[config.mk]
export PLATFORM = sky130hd
export DESIGN_NAME = inst_axi_bridge
export DESIGN_NICKNAME = d
export VERILOG_FILES = /design/src/rtl/inst_axi_bridge.sv
export SDC_FILE = /design/constraint.sdc
export NUM_CORES = 1
export LEC_CHECK = 0
export ABC_AREA = 1
export CAP_MARGIN = 20
export CORE_MARGIN = 3
export CORE_UTILIZATION = 41
export CTS_CLUSTER_DIAMETER = 200
export DETAILED_ROUTE_END_ITERATION = 8
export MAX_ROUTING_LAYER = met4
export PLACE_DENSITY_LB_ADDON = 0.25
export SKIP_LAST_GASP = 1
export SYNTH_ARGS = -nofsm -noshare
export SYNTH_HDL_FRONTEND = slang
export SYNTH_SLANG_ARGS = --single-unit
[constraint.sdc]
create_clock -name clk -period 5.1 [get_ports clk]
set_clock_uncertainty 0.15 [all_clocks]
set_input_delay 0.51 -clock clk [delete_from_list [all_inputs] [get_ports clk]]
set_output_delay 0.51 -clock clk [all_outputs]
set_load 0.01 [all_outputs]
[src/rtl/inst_axi_bridge.sv]
// ---------------------------------------------------------------------------
// inst_axi_bridge
//   Turns fetch-stage instruction requests into single-beat AXI4 reads. It
//   returns the words to the pipeline in request order.
//
//   Parameters
//     DEPTH : maximum outstanding requests (accepted, not yet returned), 1..7
//     ARID  : constant read ID driven on arid
//
//   Ports
//     clk, resetn                    : clock, asynchronous active-low reset
//     inst_req/inst_cache/inst_addr  : fetch request, cacheable flag, address
//     inst_addr_ok                   : request accepted this cycle (comb.)
//     inst_data_ok/inst_rdata        : returned word, one pulse per request
//     inst_data_err                  : rresp[1] of the returning beat
//     ar*                            : AXI read-address channel (master)
//     r*                             : AXI read-data channel (master)
// ---------------------------------------------------------------------------
module inst_axi_bridge #(
    parameter int         DEPTH = 2,
    parameter logic [3:0] ARID  = 4'd0
) (
    input  logic        clk,
    input  logic        resetn,

    input  logic        inst_req,
    input  logic        inst_cache,
    input  logic [31:0] inst_addr,
    output logic        inst_addr_ok,
    output logic        inst_data_ok,
    output logic [31:0] inst_rdata,
    output logic        inst_data_err,

    output logic [3:0]  arid,
    output logic [31:0] araddr,
    output logic [7:0]  arlen,
    output logic [2:0]  arsize,
    output logic [1:0]  arburst,
    output logic [3:0]  arcache,
    output logic        arvalid,
    input  logic        arready,

    input  logic [3:0]  rid,
    input  logic [31:0] rdata,
    input  logic [1:0]  rresp,
    input  logic        rlast,
    input  logic        rvalid,
    output logic        rready
);

    localparam logic [2:0] DEPTH_C = 3'(DEPTH);

    logic [2:0] cnt;
    logic       ar_free;
    logic       accept;
    logic       retire;

    // Single ID means AXI returns beats in issue order, so rid carries no
    // information here; rresp[0] only separates OKAY from EXOKAY.
    logic unused_r;
    assign unused_r = ^{rid, rresp[0]};

    assign arid    = ARID;
    assign arlen   = 8'd0;
    assign arsize  = 3'd2;
    assign arburst = 2'b01;

    // A new address may only be loaded once the AR slot is empty or is being
    // handed off this cycle, so araddr never changes under a pending arvalid.
    assign ar_free      = !arvalid || arready;
    assign inst_addr_ok = inst_req && ar_free && (cnt < DEPTH_C);
    assign accept       = inst_addr_ok;

    assign rready = (cnt != 3'd0);
    assign retire = rvalid && rready && rlast;

    // AR channel and outstanding count
    always_ff @(posedge clk or negedge resetn) begin
        if (!resetn) begin
            arvalid <= 1'b0;
            araddr  <= 32'd0;
            arcache <= 4'd0;
            cnt     <= 3'd0;
        end else begin
            if (accept) begin
                araddr  <= inst_addr;
                arcache <= inst_cache ? 4'b1111 : 4'b0000;
                arvalid <= 1'b1;
            end else if (arvalid && arready) begin
                arvalid <= 1'b0;
            end
            cnt <= cnt + {2'd0, accept} - {2'd0, retire};
        end
    end

    // R beat -> registered return to the fetch stage
    always_ff @(posedge clk or negedge resetn) begin
        if (!resetn) begin
            inst_data_ok  <= 1'b0;
            inst_rdata    <= 32'd0;
            inst_data_err <= 1'b0;
        end else begin
            inst_data_ok <= retire;
            if (retire) begin
                inst_rdata    <= rdata;
                inst_data_err <= rresp[1];
            end
        end
    end

endmodule

==> results_dict.tcl, run 1 <==
set metrics [dict create \
    path_delay_family "buffers and inverters" \
    synthesis.area_sq_mm 0.00299 \
    min_period_over_period_pct 67.4 \
    p_sw_mw 0.807 \
    antenna_cells 0 \
    viasPerCell 4.44 \
    synth-seq-cells 71 \
    max-vdd-ir-drop_uv 228 \
    reg2reg_to "cnt[2]" \
    ctsHoldBuffers 0 \
    fin_nets 547 \
    gp_congestion 0.713 \
    routedWlPerCell_microns 12.7 \
    dp.cells 551 \
    rrSetupSlack_ps 2200 \
    worst_ep_required_time_ps 4440 \
    p_seq_share_pct 36.4 \
    grt_pass1_wl_mm 11.9 \
    clock_path_buffers 2 \
    port_buffers 144 \
    slowest_delay_ps 650 \
    power.share.clock_pct 22.0 \
    synth_most_common_cell "nand2_1" \
    crit_buf_inv 4 \
    path_class "reg -> out" \
    stdcell_count 567 \
    yosysTopAreaCell "dfrtp_1" \
    synthCells 330 \
    drtAntennaViolNets 0 \
    p_int_mw 1.70 \
    start_util_pct 43.0 \
    drc 0 \
    tightest_slew_ps 634 \
    drt_first_pass_iters 4 \
    cap_violations 0 \
    grt_usage_pct 18.0 \
    fin_ws_ps 1660 \
    p_per_area_mw_per_mm2 544 \
    synth_top_flop_cell "dfrtp_1" \
    fmax_mhz 291 \
    hold_slack_ps 50.4 \
    cts.reportedPaths.clkPinSlew_ps 70 \
    grt_max_degree 43 \
    synth_top_cells_by_count "169 x nand2_1, 71 x dfrtp_1, 33 x nand3_1" \
    fin_util_pct 66.4 \
    crit_slowest_cell "clkdlybuf4s50_1" \
    antenna_found_initial 0 \
    synth_warnings 0 \
    setup_viol 0 \
    r2r_cells 10 \
    path_cells "inv_1, ha_1, nand2_1, inv_2, nand2_2, inv_2, clkdlybuf4s50_1" \
    synth.avg_cell_area_sq_um 9.06 \
    leakagePower_nw 2.31 \
    rsz0062_at_grt "no" \
    worst_hold_path_type "in -> async" \
    ctsResizeCount 0 \
    synth_cell_types 16 \
    synth-edff-count 0 \
    drt_wl_total_mm 7.18 \
    synthTopCellsByArea "dfrtp_1 59%, nand2_1 21%, buf_4 6.0%" \
    outcome "finished, final reports clean" \
    rows 30 \
    drtIter0Drc 141 \
    ios 167 \
    max_slew_margin_pct 57.6 \
    fillers 567 \
    yosysTopAreaCellShare_pct 59.4 \
    reg2reg_from "cnt[1]" \
    drive_above_1_share_pct 5.31 \
    cts_made_buffers 9 \
    pre_cts_ws_ps 1680 \
    cts_tree "built" \
    grt_overflow 0 \
    critPathArrivalTime_ps 2780 \
    cts_max_level 3 \
    finalSetupTns_ps 0 \
    crit_fanout 35 \
    clkSinkCount 71 \
    die_y_microns 91.4 \
    dieArea_sq_mm 0.00835 \
    dp_hpwl_mm 5.17 \
    seq_area_frac_synth_pct 59.4 \
    postCtsSetupRepairBufs 0 \
    coreArea_sq_mm 0.00694 \
    fin_crit_ps 3440 \
    grt_pass1_vias 2491 \
    clk_latency_ps 320 \
    pwr-share-comb_pct 41.6 \
    syn2layout_area_growth_pct 54.2 \
    critPathMostFrequentCell "inv_2" \
    hold_violations 0 \
    clockRootBuffer "clkbuf_8" \
    vias 2519 \
    drv_slew 0 \
    startpoint_type "flop" \
    synthArstFlopShare_pct 100 \
    end_kind "output port" \
    die_width_microns 91.4 \
    p_sw_share_pct 32.2 \
]
## cell families after synthesis
kind of cell / Yosys count / synth area share [%]
AND/OR/NAND/NOR: 206 / 28.2
XOR/XNOR: 1 / 0.293
other: 2 / 0.251
flip-flops: 71 / 59.4
adder cells (fa/ha/maj): 4 / 1.93
buffers and inverters: 46 / 9.88
## through the flow
stage               cell area (sq um)  power, mW
floorplan                        3050       1.40
global placement                 4360       1.95
detailed placement               4360       1.98
CTS                              4610       2.54
global route                     4610       2.67
finish                           4610       2.51
## placed cells by master, fill, tap and decap left out
cell type | synthesis | layout
nor2_2 | 1 | 1
inv_1 | 8 | 8
buf_4 | 24 | 1
nand2_4 | 1 | 1
clkbuf_8 | 0 | 11
xor2_1 | 1 | 1
conb_1 | 2 | 17
clkdlybuf4s50_1 | 0 | 143
clkinv_2 | 0 | 1
buf_2 | 8 | 1
bufinv_16 | 0 | 3
nand2_1 | 169 | 169
dfrtp_1 | 71 | 71
clkinv_4 | 0 | 1
nand2_2 | 1 | 1
inv_2 | 3 | 3
nand2_8 | 1 | 1
fa_1 | 1 | 1
nand3_1 | 33 | 33
ha_1 | 3 | 3
## final cells by class
class	count	area [sq um]	share of cell area, %
tap	96	120	2.61
timing repair buffer	145	1440	31.3
clock inverter	5	104	2.25
sequential	71	1780	38.5
clock buffer	11	151	3.28
multi-input combinational	228	973	21.1
inverter	11	41.3	0.896
## registers in the layout, indices dropped and copies added, names as in the netlist
| signal | flops |
|---|---|
| araddr | 32 |
| arcache | 1 |
| arvalid | 1 |
| cnt | 3 |
| inst_data_err | 1 |
| inst_data_ok | 1 |
| inst_rdata | 32 |
## worst max-delay path by stage
| stage | start | endpoint | cells past startpoint |
|---|---|---|---|
| CTS | cnt[1] | inst_addr_ok | 7 |
| finish | cnt[1] | inst_addr_ok | 7 |
| floorplan | rlast | cnt[2] | 11 |
| global route | cnt[1] | inst_addr_ok | 7 |
| detailed placement | arready | inst_addr_ok | 6 |
| global placement | arready | inst_addr_ok | 6 |
## worst reg2reg max path, stage by stage (launching register included)
cell and delay, ps:
dfrtp_1 420, inv_1 70, ha_1 170, nand2_1 90, inv_2 60, nand2_2 360, inv_2 630, ha_1 270
inv_1 50, fa_1 370, xor2_1 170
## per-layer routing
metal / GRT usage, % / share of wire [%]
met2: 26.4 / 45
met5: - / 0
met3: 6.05 / 9.7
met1: 23.5 / 45
met4: 6.03 / 0.99
## power by group through the flow
stage	clock [mW]	combinational, mW	sequential (mW)
floorplan	0	0.379	1.02
finish	0.551	1.04	0.914
CTS	0.565	1.06	0.915
detailed placement	0	1.06	0.923
global route	0.586	1.15	0.944
global placement	0	1.04	0.915
(Power assumes the default switching activity.)
==> run 2, diff against run 1 <==
- CORE_UTILIZATION: 41 -> 38
- clock period: 5.1 -> 3.45 ns (I/O delays scaled with it)
==> run 2 against run 1 <==
Against the previous run:
- the run now ends with hold timing left
- register-to-register slack worse by 1000 ps
- global-route usage is 1.1 points lower
- clock power is 33% higher
- critical path depth is 3 lower
- die area is 7.4% higher
- cell area hardly changed
- clock-buffer cell count is 2 higher
- power is 45% higher
- hold slack worse by 85 ps
- core utilization is 4.5 points lower
- via count is 1.6% higher
- first-iteration DRC count is 35% lower
- highest routed layer unchanged
==> results_dict.tcl, run 2 (synthesis results as in run 1) <==
set metrics [dict create \
    outcome "complete, but fails checks" \
    violations "hold timing" \
    start_util_pct 40.1 \
    routedWlPerCell_microns 12.6 \
    coreArea_sq_mm 0.00745 \
    cap_violations 0 \
    viasPerCell 4.47 \
    p_per_area_mw_per_mm2 789 \
    fin_nets 550 \
    dp_hpwl_mm 5.09 \
    final_common_cell "nand2_1" \
    min_period_over_period_pct 68.1 \
    reg2reg_from "cnt[1]" \
    max_slew_margin_pct 42.0 \
    worst_ep_required_time_ps 2950 \
    regArea_sq_mm 0.00178 \
    dieArea_sq_mm 0.00897 \
    drc 0 \
    multi_input_area_sq_um 973 \
    reg2reg_to "cnt[2]" \
    r2r_cells 10 \
    die_width_microns 94.7 \
    critPathArrivalTime_ps 1850 \
    dp.cells 557 \
    tightest_slew_ps 869 \
    cts_made_buffers 9 \
    rsz0062_at_grt "no" \
    startpoint "cnt[1]" \
    fillers 644 \
    max-vdd-ir-drop_uv 331 \
    leakagePower_nw 2.31 \
    port_buffers 144 \
    fin_crit_ps 2350 \
    clock_path_buffers 2 \
    die_y_microns 94.7 \
    path_class "reg -> out" \
    crit_fanout 34 \
    hold_slack_ps -34.1 \
    fmax_mhz 426 \
    grt_pass1_vias 2446 \
    cts.reportedPaths.clkPinSlew_ps 70 \
    drt_wl_total_mm 7.23 \
    drv_slew 0 \
    hold_violations 27 \
    vias 2559 \
    ctsHoldBuffers 0 \
    cts_max_level 3 \
    rrSetupSlack_ps 1180 \
    grt_usage_pct 16.9 \
    grt_max_degree 72 \
    clkSinkCount 71 \
    drtIter0Drc 91 \
    grt_overflow 0 \
    drtAntennaViolNets 0 \
    antenna_found_initial 0 \
    finalSetupTns_ps 0 \
    grt_pass1_wl_mm 11.5 \
    ios 167 \
    end_kind "output port" \
    antenna_cells 0 \
    ctsResizeCount 0 \
    total_power_mw 3.64 \
    drive_above_1_share_pct 5.49 \
    stdcell_count 573 \
    drt_first_pass_iters 6 \
    syn2layout_area_growth_pct 54.2 \
    largest_registers "araddr (32), inst_rdata (32), cnt (3)" \
    cts_tree "built" \
    worst_hold_path_type "in -> async" \
    most-common-layout-cells "169 x nand2_1, 143 x clkdlybuf4s50_1, 71 x dfrtp_1, 33 x nand3_1, 17 x conb_1" \
    setup_viol 0 \
    startpoint_type "flop" \
    clk_latency_ps 330 \
    rows 31 \
    clockRootBuffer "clkbuf_8" \
    gp_congestion 0.697 \
    postCtsSetupRepairBufs 0 \
]
[run 2: cell types whose count changed in the layout (fill, tap and decap cells not counted), sizes merged]
cell	change
buf	+3
clkinv	-1
bufinv	-1
clkbuf	+2
[run 2: worst max-delay path by stage]
stage / endpoint / slack [ps]
floorplan: cnt[2] / 1290
global placement: cnt[2] / 930
detailed placement: cnt[2] / 890
CTS: rready / 1070
global route: rready / 990
finish: rready / 1100
[run 2: layer usage]
metal	vias to the layer above	GRT usage [%]	share of wire (%)
li1	1251	-	-
met1	1184	20.9	43
met2	116	25.5	45
met3	8	6.06	11
met4	0	6.49	1.1
met5	-	-	0
[run 2: layout make-up]
class | instances | area share, %
Inverter | 11 | 0.896
Multi-Input combinational cell | 228 | 21.1
Sequential cell | 71 | 38.6
Tap cell | 99 | 2.69
Timing Repair Buffer | 148 | 31.9
Clock buffer | 13 | 3.45
Clock inverter | 3 | 1.41
[run 2: critical path, stage by stage, from the launching register on]
cell and delay, ps:
dfrtp_1 420, nor2_2 80, nand2_4 80, buf_4 330, clkdlybuf4s50_1 610
[run 2: per-stage QoR]
step	cell area [sq um]	hold slack, ps	setup slack (ps)	utilization, %
after floorplan	3050	-101	1290	-
after global placement	4380	303	933	58.9
after detailed placement	4380	309	886	58.9
after CTS	4610	14.8	1070	61.9
after global routing	4610	56.3	987	61.9
final	4610	-34.1	1100	61.9
[run 2: report_power, final]
group          switching (mW)  total (mW)  internal, mW  leakage [nW]
combinational           0.716        1.55         0.837          1.31
clock                   0.285       0.731         0.446         0.114
sequential              0.183        1.35          1.17         0.883
==> run 3, diff against run 2 <==
- CORE_UTILIZATION: 38 -> 35
- clock period: 3.45 -> 2.02 ns (I/O delays scaled with it)
==> run 3 against run 2 <==
Against the previous run:
- the flow now finishes without violations
- critical endpoint is now cnt[1]
- sequential cell count unchanged
- core utilization decreased by 5.4 points
- cell area increased by 1.2%
- clock power grew 36%
==> results_dict.tcl, run 3 (synthesis results as in run 1) <==
set metrics [dict create \
    outcome "finished, final reports clean" \
    clk_latency_ps 340 \
    clkSinkCount 71 \
    finalSetupTns_ps 0 \
    syn2layout_area_growth_pct 56.0 \
    coreArea_sq_mm 0.00826 \
    rrSetupSlack_ps 80 \
    rows 33 \
    startpoint_type "flop" \
    drv_slew 0 \
    dieArea_sq_mm 0.00969 \
    drive_above_1_share_pct 8.14 \
    fin_nets 555 \
    setup_viol 0 \
    rsz0062_at_grt "no" \
    cts.reportedPaths.clkPinSlew_ps 80 \
    r2r_cells 10 \
    fin_crit_ps 1940 \
    worst_ep_required_time_ps 2110 \
    drt_wl_total_mm 7.50 \
    p_sw_mw 2.12 \
    drtAntennaViolNets 0 \
    p_per_area_mw_per_mm2 1300 \
    end_kind "flop" \
    drtIter0Drc 76 \
    die_width_microns 98.4 \
    clock_path_buffers 2 \
    max-vdd-ir-drop_uv 529 \
    grt_util_met1_pct 21.4 \
    ios 167 \
    hold_slack_ps 208 \
    cts_max_level 3 \
    antenna_cells 0 \
    grt_pass1_vias 2559 \
    port_buffers 144 \
    viasPerCell 4.36 \
    final_common_cell "nand2_1" \
    crit_fanout 3 \
    path_class "reg -> reg" \
    fmax_mhz 516 \
    grt_util_met2_pct 25.6 \
    p_seq_share_pct 38.1 \
    drt_first_pass_iters 4 \
    grt_pass1_wl_mm 12.5 \
    grtUsageMet3_pct 3.96 \
    grt_overflow 0 \
    slowest_delay_ps 510 \
    dp_hpwl_mm 5.34 \
    path_delay_family "adder cells" \
    reg2reg_from "cnt[1]" \
    power.share.clock_pct 16.4 \
    grt_max_degree 38 \
    crit_slowest_cell "fa_2" \
    fin_ws_ps 80.8 \
    p_int_mw 3.94 \
    pwr-share-comb_pct 45.4 \
    drc 0 \
    most-common-layout-cells "169 x nand2_1, 141 x clkdlybuf4s50_1, 70 x dfrtp_1, 33 x nand3_1, 17 x conb_1" \
    clockRootBuffer "clkbuf_8" \
    pre_cts_ws_ps -127 \
    gp_congestion 0.757 \
    path_depth 10 \
    cts_made_buffers 9 \
    routedWlPerCell_microns 12.8 \
    leakagePower_nw 2.31 \
    reg2reg_to "cnt[1]" \
    grt_usage_pct 16.4 \
    start_util_pct 36.2 \
    grt_most_used_layer "met2" \
    p_sw_share_pct 35.0 \
    critPathArrivalTime_ps 2030 \
    cts_tree "built" \
    die_y_microns 98.4 \
    cap_violations 0 \
    min_period_over_period_pct 96.0 \
    worst_hold_path_type "in -> async" \
    crit_buf_inv 4 \
    hold_violations 0 \
    path_cells "nor2_4, nand2_4, nand2_8, inv_4, ha_4, inv_2, ha_4, inv_2, fa_2, inv_1" \
    startpoint "cnt[1]" \
    vias 2547 \
    antenna_found_initial 0 \
    largest_registers "araddr (32), inst_rdata (32), cnt (3)" \
]
==> run 3: through the flow <==
step	total power [mW]	area [sq um]	instances	util (%)
2_1_floorplan	3.58	3080	345	-
3_3_place_gp	5.02	4460	566	54.0
3_5_place_dp	5.09	4460	566	54.0
4_1_cts	6.12	4640	583	56.2
5_1_grt	6.52	4660	584	56.5
6_report	6.07	4660	584	56.5
==> run 3: repair_timing <==
item	4_1_cts	5_1_grt
resized for setup	2	6
gates cloned	0	0
hold endpoints to repair	34	0
setup endpoints to repair	2	4
buffers inserted	0	1
hold buffers	1	0
==> run 3: area by class of cell <==
| type | count | area [sq um] |
|---|---|---|
| flip-flops and latches | 71 | 1780 |
| clock inverters | 7 | 45.0 |
| fillers | 746 | 3590 |
| repair buffers | 153 | 1540 |
| multi-input cells | 228 | 1010 |
| inverters | 11 | 43.8 |
| well taps | 105 | 131 |
| clock buffers | 9 | 124 |
==> run 3: worst max-delay path by stage <==
stage	slack [ps]	endpoint
floorplan	-60	cnt[1]
global placement	-120	cnt[1]
detailed placement	-130	cnt[1]
CTS	-160	rready
global route	4	inst_addr_ok
finish	80	cnt[1]
==> run 3: metal layers <==
layer / vias up / wire [microns]
li1: 1258 / -
met3: 9 / 546
met2: 112 / 3400
met5: - / 0
met4: 0 / 77
met1: 1168 / 3480
==> run 3: power groups by stage <==
stage               sequential, mW  combinational [mW]  clock [mW]
floorplan                     2.58               0.996           0
global placement              2.32                2.70           0
detailed placement            2.33                2.76           0
CTS                           2.31                2.77        1.04
global route                  2.38                3.03        1.11
finish                        2.31                2.76       0.996
